$ cat config.mk
export PLATFORM = sky130hd
export DESIGN_NAME = q31_shared_reg_arbiter
export DESIGN_NICKNAME = d
export VERILOG_FILES = /design/src/rtl/q31_pkg.sv /design/src/rtl/q31_rr_pick.sv /design/src/rtl/q31_shared_reg_arbiter.sv
export SDC_FILE = /design/constraint.sdc
export NUM_CORES = 1
export LEC_CHECK = 0
export CELL_PAD_IN_SITES_DETAIL_PLACEMENT = 1
export CELL_PAD_IN_SITES_GLOBAL_PLACEMENT = 1
export CORE_ASPECT_RATIO = 0.6
export CORE_MARGIN = 4
export CORE_UTILIZATION = 26
export CTS_CLUSTER_DIAMETER = 100
export DETAILED_ROUTE_END_ITERATION = 8
export GPL_ROUTABILITY_DRIVEN = 0
export PLACE_DENSITY = 0.64
export SYNTH_ARGS = -nofsm -noshare
export SYNTH_HDL_FRONTEND = slang
export SYNTH_HIERARCHICAL = 1
export SYNTH_SLANG_ARGS = --single-unit
$ cat constraint.sdc
create_clock -name clk -period 1.53 [get_ports clk]
set_input_delay 0.306 -clock clk [delete_from_list [all_inputs] [get_ports clk]]
set_output_delay 0.306 -clock clk [all_outputs]
set_load 0.01 [all_outputs]
$ cat src/rtl/q31_pkg.sv
// q31_pkg: shared state encoding and default widths for the q31 arbiter blocks
package q31_pkg;
  localparam int N_DEF = 4;
  localparam int W_DEF = 4;
  typedef enum logic [1:0] {
    ST_IDLE  = 2'd0,
    ST_GRANT = 2'd1,
    ST_DONE  = 2'd2
  } state_t;
endpackage

$ cat src/rtl/q31_rr_pick.sv
// q31_rr_pick: combinational circular priority search starting at ptr
// Ports: req (request vector), ptr (highest-priority index),
//        sel (first requesting index at or after ptr, wrapping), any_req (some request set)
module q31_rr_pick #(
  parameter int N = 4,
  localparam int PW = $clog2(N)
) (
  input  logic [N-1:0]  req,
  input  logic [PW-1:0] ptr,
  output logic [PW-1:0] sel,
  output logic          any_req
);
  // Scan offsets from farthest to nearest so the nearest hit to ptr wins.
  always_comb begin
    sel = '0;
    for (int k = N - 1; k >= 0; k--) begin
      if (req[PW'((int'(ptr) + k) % N)]) sel = PW'((int'(ptr) + k) % N);
    end
  end
  assign any_req = |req;
endmodule

$ cat src/rtl/q31_shared_reg_arbiter.sv
// q31_shared_reg_arbiter: round-robin arbiter sharing one W-bit register among N requesters
// Ports: clk, rstn (async active-low), req/din (per-requester request and data slice),
//        gnt (one-hot grant), ack (write-complete pulse), owner (last granted index),
//        busy (transaction in flight), A (shared register)
module q31_shared_reg_arbiter
  import q31_pkg::*;
#(
  parameter int N = N_DEF,
  parameter int W = W_DEF,
  localparam int PW = $clog2(N)
) (
  input  logic            clk,
  input  logic            rstn,
  input  logic [N-1:0]    req,
  input  logic [N*W-1:0]  din,
  output logic [N-1:0]    gnt,
  output logic            ack,
  output logic [PW-1:0]   owner,
  output logic            busy,
  output logic [W-1:0]    A
);
  state_t        state_q;
  logic [PW-1:0] ptr_q, ptr_d, owner_q, sel;
  logic [N-1:0]  gnt_q;
  logic          ack_q, busy_q, any_req;
  logic [W-1:0]  a_q;
  q31_rr_pick #(.N(N)) u_pick (
    .req(req),
    .ptr(ptr_q),
    .sel(sel),
    .any_req(any_req)
  );
  assign ptr_d = (owner_q == PW'(N - 1)) ? '0 : owner_q + 1'b1;
  always_ff @(posedge clk or negedge rstn) begin
    if (!rstn) begin
      state_q <= ST_IDLE;
      ptr_q   <= '0;
      owner_q <= '0;
      gnt_q   <= '0;
      ack_q   <= 1'b0;
      busy_q  <= 1'b0;
      a_q     <= '0;
    end else begin
      case (state_q)
        ST_IDLE: if (any_req) begin
          state_q <= ST_GRANT;
          gnt_q   <= N'(1) << sel;
          owner_q <= sel;
          busy_q  <= 1'b1;
        end
        ST_GRANT: begin
          gnt_q <= '0;
          // A dropped request aborts without touching ptr, so that requester keeps priority.
          if (req[owner_q]) begin
            a_q     <= din[owner_q*W +: W];
            ack_q   <= 1'b1;
            ptr_q   <= ptr_d;
            state_q <= ST_DONE;
          end else begin
            busy_q  <= 1'b0;
            state_q <= ST_IDLE;
          end
        end
        ST_DONE: begin
          ack_q   <= 1'b0;
          busy_q  <= 1'b0;
          state_q <= ST_IDLE;
        end
        default: state_q <= ST_IDLE;
      endcase
    end
  end
  assign gnt   = gnt_q;
  assign ack   = ack_q;
  assign owner = owner_q;
  assign busy  = busy_q;
  assign A     = a_q;
endmodule

# Yosys cells after proc, flatten, opt, wreduce, memory -nomap -nowiden
# Index checks and enable logic that the tools add are counted.
dict set report word_totals {
  register_bits 16
  input_bits 22
  out_inout_bits 12
}
dict set report op_classes {
  n_mux 29
  addsub 4
  reduce_logical 10
  n_lt_le_gt_ge 5
  shift 2
  n_eq_ne 6
}
# cell n
set op_table {}
lappend op_table {{$lt 2x4->1 const B} 4}
lappend op_table {{$shiftx 16x5->4} 1}
lappend op_table {{$mux 2} 7}
lappend op_table {{$mux 1} 12}
lappend op_table {{$bmux 1 s2} 5}
lappend op_table {{$pmux 4 s2} 1}
lappend op_table {{$reduce_and 2->1} 4}
lappend op_table {{$ne 2x2->1 const B} 3}
lappend op_table {{$add 2x1->2 const B} 2}
lappend op_table {{$add 2x2->2 const B} 2}
lappend op_table {{$eq 2x2->1 const B} 2}
lappend op_table {{$mux 4} 1}
lappend op_table {{$pmux 2 s2} 1}
lappend op_table {{$reduce_bool 2->1} 2}
lappend op_table {{$reduce_or 4->1} 1}
lappend op_table {{$shl 1x2->4 const A} 1}
lappend op_table {{$lt 2x3->1 const B} 1}
lappend op_table {{$pmux 1 s3} 1}
lappend op_table {{$reduce_and 3->1} 1}
lappend op_table {{$reduce_bool 3->1} 1}
lappend op_table {{$eq 2x1->1 const B} 1}
lappend op_table {{$logic_not 2->1} 1}
lappend op_table {{$pmux 1 s2} 1}

# Depth between registers and ports, before layout
# Gate-level depths: netlist of run 1.
dict set report logic_depth {
  ltp_word 11
  depth_mapped 5
  ltp_nobuf 5
}

# By module
# Netlist of run 1, hierarchy kept.
# module cells_per_inst n_inst area_per_inst_um2
set modules_own_cells {}
lappend modules_own_cells {q31_shared_reg_arbiter 68 1 917.1}
lappend modules_own_cells {q31_rr_pick 13 1 77.6}

# Worst setup path before layout of run 1
# OpenSTA, ideal clock, no wires.
dict set report synth_path {
  path_kind {register -> register}
  from {register state_q[1]}
  to {register a_q[0], in the netlist A[0]}
  arrival_time_ps 1558
  t_required_ps 1405
  setup_ps 125
  setup_slack_ps -152
  stages_incl_launch_ff 6
  cell_sequence {dfrtp_1 inv_1 ha_1 or2b_1 o22ai_4 mux2_2}
}
dict set report synth_between {
  elab_chain_len 2
}
# element line
set synth_lines {}
lappend synth_lines {{start, declared} q31_shared_reg_arbiter.sv:22} ;# state_t state_q;
lappend synth_lines {{start signal, assigned} q31_shared_reg_arbiter.sv:36} ;# state_q <= ST_IDLE;
lappend synth_lines {{start signal, assigned} q31_shared_reg_arbiter.sv:46} ;# state_q <= ST_GRANT;
lappend synth_lines {{start signal, assigned} q31_shared_reg_arbiter.sv:58} ;# state_q <= ST_DONE;
lappend synth_lines {{$eq 2x1->1} q31_shared_reg_arbiter.sv:44} ;# case (state_q)
lappend synth_lines {{$reduce_and 2->1 (no source line)} -}
lappend synth_lines {{end signal, assigned} q31_shared_reg_arbiter.sv:55} ;# a_q <= din[owner_q*W +: W];
lappend synth_lines {{end, declared} q31_shared_reg_arbiter.sv:26} ;# logic [W-1:0] a_q;
# Every way passes these cells.
# A chain may end at the register's enable or synchronous reset.

# Final worst setup path of run 1
dict set report layout_path {
  from {register state_q[1]}
  to {register a_q[1], in the netlist A[1]}
}
# The elaborated chain is that of the path after synthesis.

==> impl_metrics.json, run 1 <==
{
  "portBuffers": 33,
  "worst_pin_slew_ns": 0.295,
  "cp_slowest_cell": "dfrtp_1",
  "mostFrequentLayoutCells": "buf_4 (27), clkdlybuf4s50_1 (26), dfrtp_1 (15), mux2_4 (6), nand2_1 (6)",
  "cts_buffers": 3,
  "grt_usage": 0.127,
  "start_util": 0.270,
  "netlist_area_sq_um": 995,
  "fin_cells": 192,
  "period_share": 1.07,
  "crit_buf_inv": 2,
  "slowest_delay_ns": 0.39,
  "areaGrowthSynthToFinish_pct": 74.3,
  "crit_path_max_fanout": 8,
  "crit_path_end_kind": "flop",
  "clkSinkCount": 16,
  "antenna_found_initial": 0,
  "top_usage_layer": "met2",
  "clk_pin_slew_ns": 0.07,
  "max-vdd-ir-drop_mv": 0.745,
  "crit_type": "flop to flop",
  "reg2reg_from": "state_q[1]",
  "violations": "negative setup slack",
  "insertion_delay_ns": 0.25,
  "avgRoutedWirePerCell_microns": 16.4,
  "finalHoldViolations": 0,
  "fin_skew_ns": 0.00260,
  "yosys_warnings": 6,
  "htree_levels": 1,
  "grt_use_met3": 0.0414,
  "cp_top_family": "flip-flops",
  "wl_microns": 3140,
  "finalWorstSetupSlack_ns": -0.100,
  "vias": 901,
  "grt_pass1_wl_microns": 4820,
  "clockBufferDepth": 2,
  "crit_required_ns": 1.67,
  "placedCellCount": 180,
  "ant_nets": 0,
  "syn_nets": 108,
  "boundaryPins": 34,
  "global_route.overflow_total": 0,
  "netlist_instances": 81,
  "cts_tree": "yes",
  "use_met1": 0.175,
  "holdCritPathClass": "input port to async pin",
  "ys_seq_area_frac": 0.403,
  "finalNetCount": 173,
  "die_h_microns": 55.9,
  "cp-startpoint": "state_q[1]",
  "cts_hold_buf": 0,
  "slew_headroom": 0.803,
  "status": "complete, but fails checks",
  "drc_errors": 0,
  "netlist-cell-type-count": 27,
  "grt_pass1_vias": 975,
  "syn_area_per_cell_sq_um": 12.3,
  "grt_max_degree": 17,
  "finalSetupViolCount": 8,
  "rows": 17,
  "first_pass_iters": 4,
  "slew_viol_final": 0,
  "ys_ff_latch": 16,
  "power_density_nw_per_um2": 1900,
  "path_cells": "inv_2 > ha_4 > or2b_1 > o22ai_4 > buf_12 > mux2_4",
  "die_w_microns": 87.9,
  "design.core.area_sq_um": 3680,
  "diodes": 0,
  "period_needed_ns": 1.63,
  "drive_gt1_frac": 0.386,
  "die_area_sq_um": 4910,
  "dpl.hpwl_microns": 2320,
  "rsz0062_at_grt": "yes",
  "whs_ns": 0.380,
  "final_common_cell": "buf_4",
  "drv_cap": 0,
  "fmax_ghz": 0.613,
  "critPathLaunchType": "flop",
  "drt_iter0_markers": 12,
  "met2_usage": 0.198,
  "routed_via_density": 4.69,
  "clockRootBuffer": "clkbuf_8",
  "worstPathArrival_ns": 1.77,
  "p_leak_nw": 0.800
}
## cell type report
cell class                 instances  area (sq um)
timing repair buffer              62           567
fill                             400          1950
inverter                           4          15.0
multi-input combinational         59           637
sequential                        16           402
tap                               47          58.8
clock buffer                       4          55.1
## per-stage QoR
| stage | instance area (sq um) | TNS, ns | worst slack [ns] | total power, W | util |
|---|---|---|---|---|---|
| 6_report | 1730 | -0.693 | -0.100 | 0.00329 | 0.471 |
| 3_3_place_gp | 1540 | -4.54 | -0.336 | 0.00252 | 0.418 |
| 2_1_floorplan | 1010 | -0.487 | -0.0812 | 0.00176 | - |
| 5_1_grt | 1730 | -1.18 | -0.150 | 0.00353 | 0.471 |
| 3_5_place_dp | 1540 | -4.92 | -0.370 | 0.00257 | 0.418 |
| 4_1_cts | 1640 | -0.591 | -0.103 | 0.00305 | 0.445 |
## power breakdown
group | total [W] | switching, W | internal, W | leakage [nW]
clock network | 0.000389 | 0.000160 | 0.000229 | 0.0288
logic | 0.00207 | 0.000807 | 0.00126 | 0.575
registers | 0.000836 | 0.000205 | 0.000631 | 0.196
## kinds of logic after synthesis
kind of cell | share of synthesized area
AOI/OAI and AO/OA | 0.146
adders and majority gates | 0.0629
buffers and inverters | 0.0314
DFF | 0.403
muxes | 0.253
and+or+nand+nor | 0.104
## layer usage
metal  part of all wire  vias to the layer above
li1                   -                      433
met1               0.48                      448
met2               0.47                       18
met3              0.052                        2
met4             0.0022                        0
met5                  0                        -
## sequential cells by signal, summed over array words and instances (netlist names)
signal   cells
owner        2
gnt          4
A            4
ptr_q        2
ack          1
busy         1
state_q      2
## final timing paths
path | to | depth (start not counted) | slack [ns]
min in group clk | gnt[1] | 1 | 0.50
worst max-delay path | A[1] | 6 | -0.10
worst min register to register | gnt[1] | 1 | 0.50
worst max register to register | A[1] | 6 | -0.10
worst min-delay path | A[2] | 2 | 0.38
max in group asynchronous | owner[0] | 2 | 0.94
## synthesized netlist by cell type
| cell | n | area, sq um |
|---|---|---|
| a211oi_1 | 1 | 7.51 |
| a211oi_2 | 1 | 12.5 |
| a21o_1 | 1 | 7.51 |
| a21oi_1 | 1 | 5.00 |
| a22o_1 | 2 | 17.5 |
| a32o_1 | 2 | 20.0 |
| buf_6 | 1 | 11.3 |
| clkbuf_2 | 1 | 5.00 |
| dfrtp_1 | 16 | 400 |
| ha_1 | 5 | 62.6 |
| inv_1 | 4 | 15.0 |
| mux2_2 | 8 | 90.1 |
| mux2i_1 | 3 | 30.0 |
| mux4_1 | 5 | 131 |
| nand2_1 | 8 | 30.0 |
| nand2b_1 | 3 | 18.8 |
| nand3_1 | 1 | 5.00 |
| nor2_1 | 6 | 22.5 |
| nor3_1 | 1 | 5.00 |
| nor3b_1 | 1 | 7.51 |
| o21a_1 | 1 | 7.51 |
| o21ai_0 | 4 | 20.0 |
| o22ai_4 | 1 | 20.0 |
| o311ai_2 | 1 | 16.3 |
| o32a_2 | 1 | 11.3 |
| or2b_1 | 1 | 7.51 |
| or3_2 | 1 | 7.51 |
## repair_timing
action                     in CTS  in global routing
gates resized for setup        14                 12
buffers inserted                2                  6
setup endpoints to repair      14                 17
pin swaps                       2                  3
(Power assumes the default switching activity.)
==> run 2, diff against run 1 <==
- MAX_ROUTING_LAYER: default -> met4
==> run 2 against run 1 <==
Effect of this change:
- the flow still finishes with violations (negative setup slack)
- die area unchanged
- largest power group unchanged
- clock power is essentially flat
- sequential power hardly changed
- non-clock buffer count stayed put
- first-iteration DRC count rose by 8.3%
- clock-buffer cell count did not move
- cell area did not move
- wire length fell by 0.70%
- sequential cell count is the same
- highest routed layer unchanged
- sequential share of layout area stayed put
- clock skew barely moved
==> impl_metrics.json, run 2 (synthesis gave the netlist of run 1 again) <==
{
  "portBuffers": 33,
  "antenna_found_initial": 0,
  "drive_gt1_frac": 0.386,
  "cts_tree": "yes",
  "diodes": 0,
  "first_pass_iters": 4,
  "dpl.hpwl_microns": 2320,
  "mostFrequentLayoutCells": "buf_4 (27), clkdlybuf4s50_1 (26), dfrtp_1 (15), mux2_4 (6), nand2_1 (6)",
  "violations": "negative setup slack",
  "crit_required_ns": 1.67,
  "boundaryPins": 34,
  "start_util": 0.270,
  "fmax_ghz": 0.613,
  "cp_top_family": "flip-flops",
  "status": "complete, but fails checks",
  "design.core.area_sq_um": 3680,
  "clockRootBuffer": "clkbuf_8",
  "wl_microns": 3120,
  "global_route.overflow_total": 0,
  "p_leak_nw": 0.800,
  "fin_skew_ns": 0.00290,
  "avgRoutedWirePerCell_microns": 16.3,
  "crit_path_end_kind": "flop",
  "finalWorstSetupSlack_ns": -0.101,
  "die_h_microns": 55.9,
  "finalHoldViolations": 0,
  "clkSinkCount": 16,
  "clk_pin_slew_ns": 0.07,
  "rows": 17,
  "slew_headroom": 0.803,
  "grt_usage": 0.131,
  "grt_pass1_wl_microns": 4810,
  "path_cells": "inv_2 > ha_4 > or2b_1 > o22ai_4 > buf_12 > mux2_4",
  "period_needed_ns": 1.63,
  "die_w_microns": 87.9,
  "crit_buf_inv": 2,
  "vias": 902,
  "max-vdd-ir-drop_mv": 0.745,
  "multiInputGateArea_sq_um": 637,
  "cts_buffers": 3,
  "drv_cap": 0,
  "ant_nets": 0,
  "clockBufferDepth": 2,
  "crit_type": "flop to flop",
  "cts_hold_buf": 0,
  "fill_cells": 400,
  "rsz0062_at_grt": "yes",
  "finalNetCount": 173,
  "worst_pin_slew_ns": 0.295,
  "htree_levels": 1,
  "routed_via_density": 4.70,
  "whs_ns": 0.381,
  "slowest_delay_ns": 0.39,
  "holdCritPathClass": "input port to async pin",
  "power_density_nw_per_um2": 1900,
  "period_share": 1.07,
  "regArea_sq_um": 402,
  "setup_tns_ns": -0.696,
  "worstPathArrival_ns": 1.77,
  "grt_max_degree": 17,
  "final_common_cell": "buf_4",
  "die_area_sq_um": 4910,
  "critPathLaunchType": "flop",
  "areaGrowthSynthToFinish_pct": 74.3,
  "cp_slowest_cell": "dfrtp_1",
  "drc_errors": 0,
  "slew_viol_final": 0,
  "drt_iter0_markers": 13,
  "grt_pass1_vias": 975,
  "insertion_delay_ns": 0.25,
  "crit_path_max_fanout": 8,
  "finalSetupViolCount": 8
}
-- run 2: what timing repair did --
item,4_1_cts,5_1_grt
resized for setup,14,12
endpoints found under the setup margin,14,17
buffers inserted,2,6
pin swaps,2,3
cloned,0,0
-- run 2: path summary, 6_finish.rpt --
check | slack (ns) | endpoint | cells after the start | from
max | -0.10 | A[1] | 6 | state_q[1]
min | 0.38 | A[2] | 2 | rstn
max reg2reg | -0.10 | A[1] | 6 | state_q[1]
min reg2reg | 0.50 | gnt[1] | 1 | gnt[1]
max in group asynchronous | 0.94 | owner[0] | 2 | rstn
min in group clk | 0.50 | gnt[1] | 1 | gnt[1]
-- run 2: final cells by class --
class,instances,area share
clock buffers,4,0.0317
well taps,47,0.0339
inverters,4,0.00866
flip-flops and latches,16,0.232
multi-input cells,59,0.367
repair buffers,62,0.327
-- run 2: metal layers --
layer / up-vias / global-route usage / wire length, microns
met5: - / - / 0
li1: 433 / - / -
met4: 0 / 0.0197 / 7
met1: 448 / 0.176 / 1490
met3: 2 / 0.0385 / 147
met2: 19 / 0.198 / 1470
-- run 2: power breakdown --
part           switching (W)  total [W]  internal (W)
Sequential          0.000205   0.000836      0.000631
Clock               0.000159   0.000388      0.000229
Combinational       0.000804    0.00206       0.00126
-- run 2: metrics by stage --
| stage | utilization | total power (W) | worst slack [ns] | std cells | area, sq um |
|---|---|---|---|---|---|
| detailed placement | 0.418 | 0.00257 | -0.370 | 180 | 1540 |
| finish | 0.471 | 0.00329 | -0.101 | 192 | 1730 |
| floorplan | - | 0.00176 | -0.0812 | 81 | 1010 |
| CTS | 0.445 | 0.00305 | -0.103 | 186 | 1640 |
| global route | 0.471 | 0.00353 | -0.150 | 192 | 1730 |
| global placement | 0.418 | 0.00252 | -0.336 | 180 | 1540 |
==> run 3, diff against run 2 <==
- MAX_ROUTING_LAYER: met4 -> default
==> results of run 3 <==
No change in the layout: final DEF, timing and power equal those of run 1.
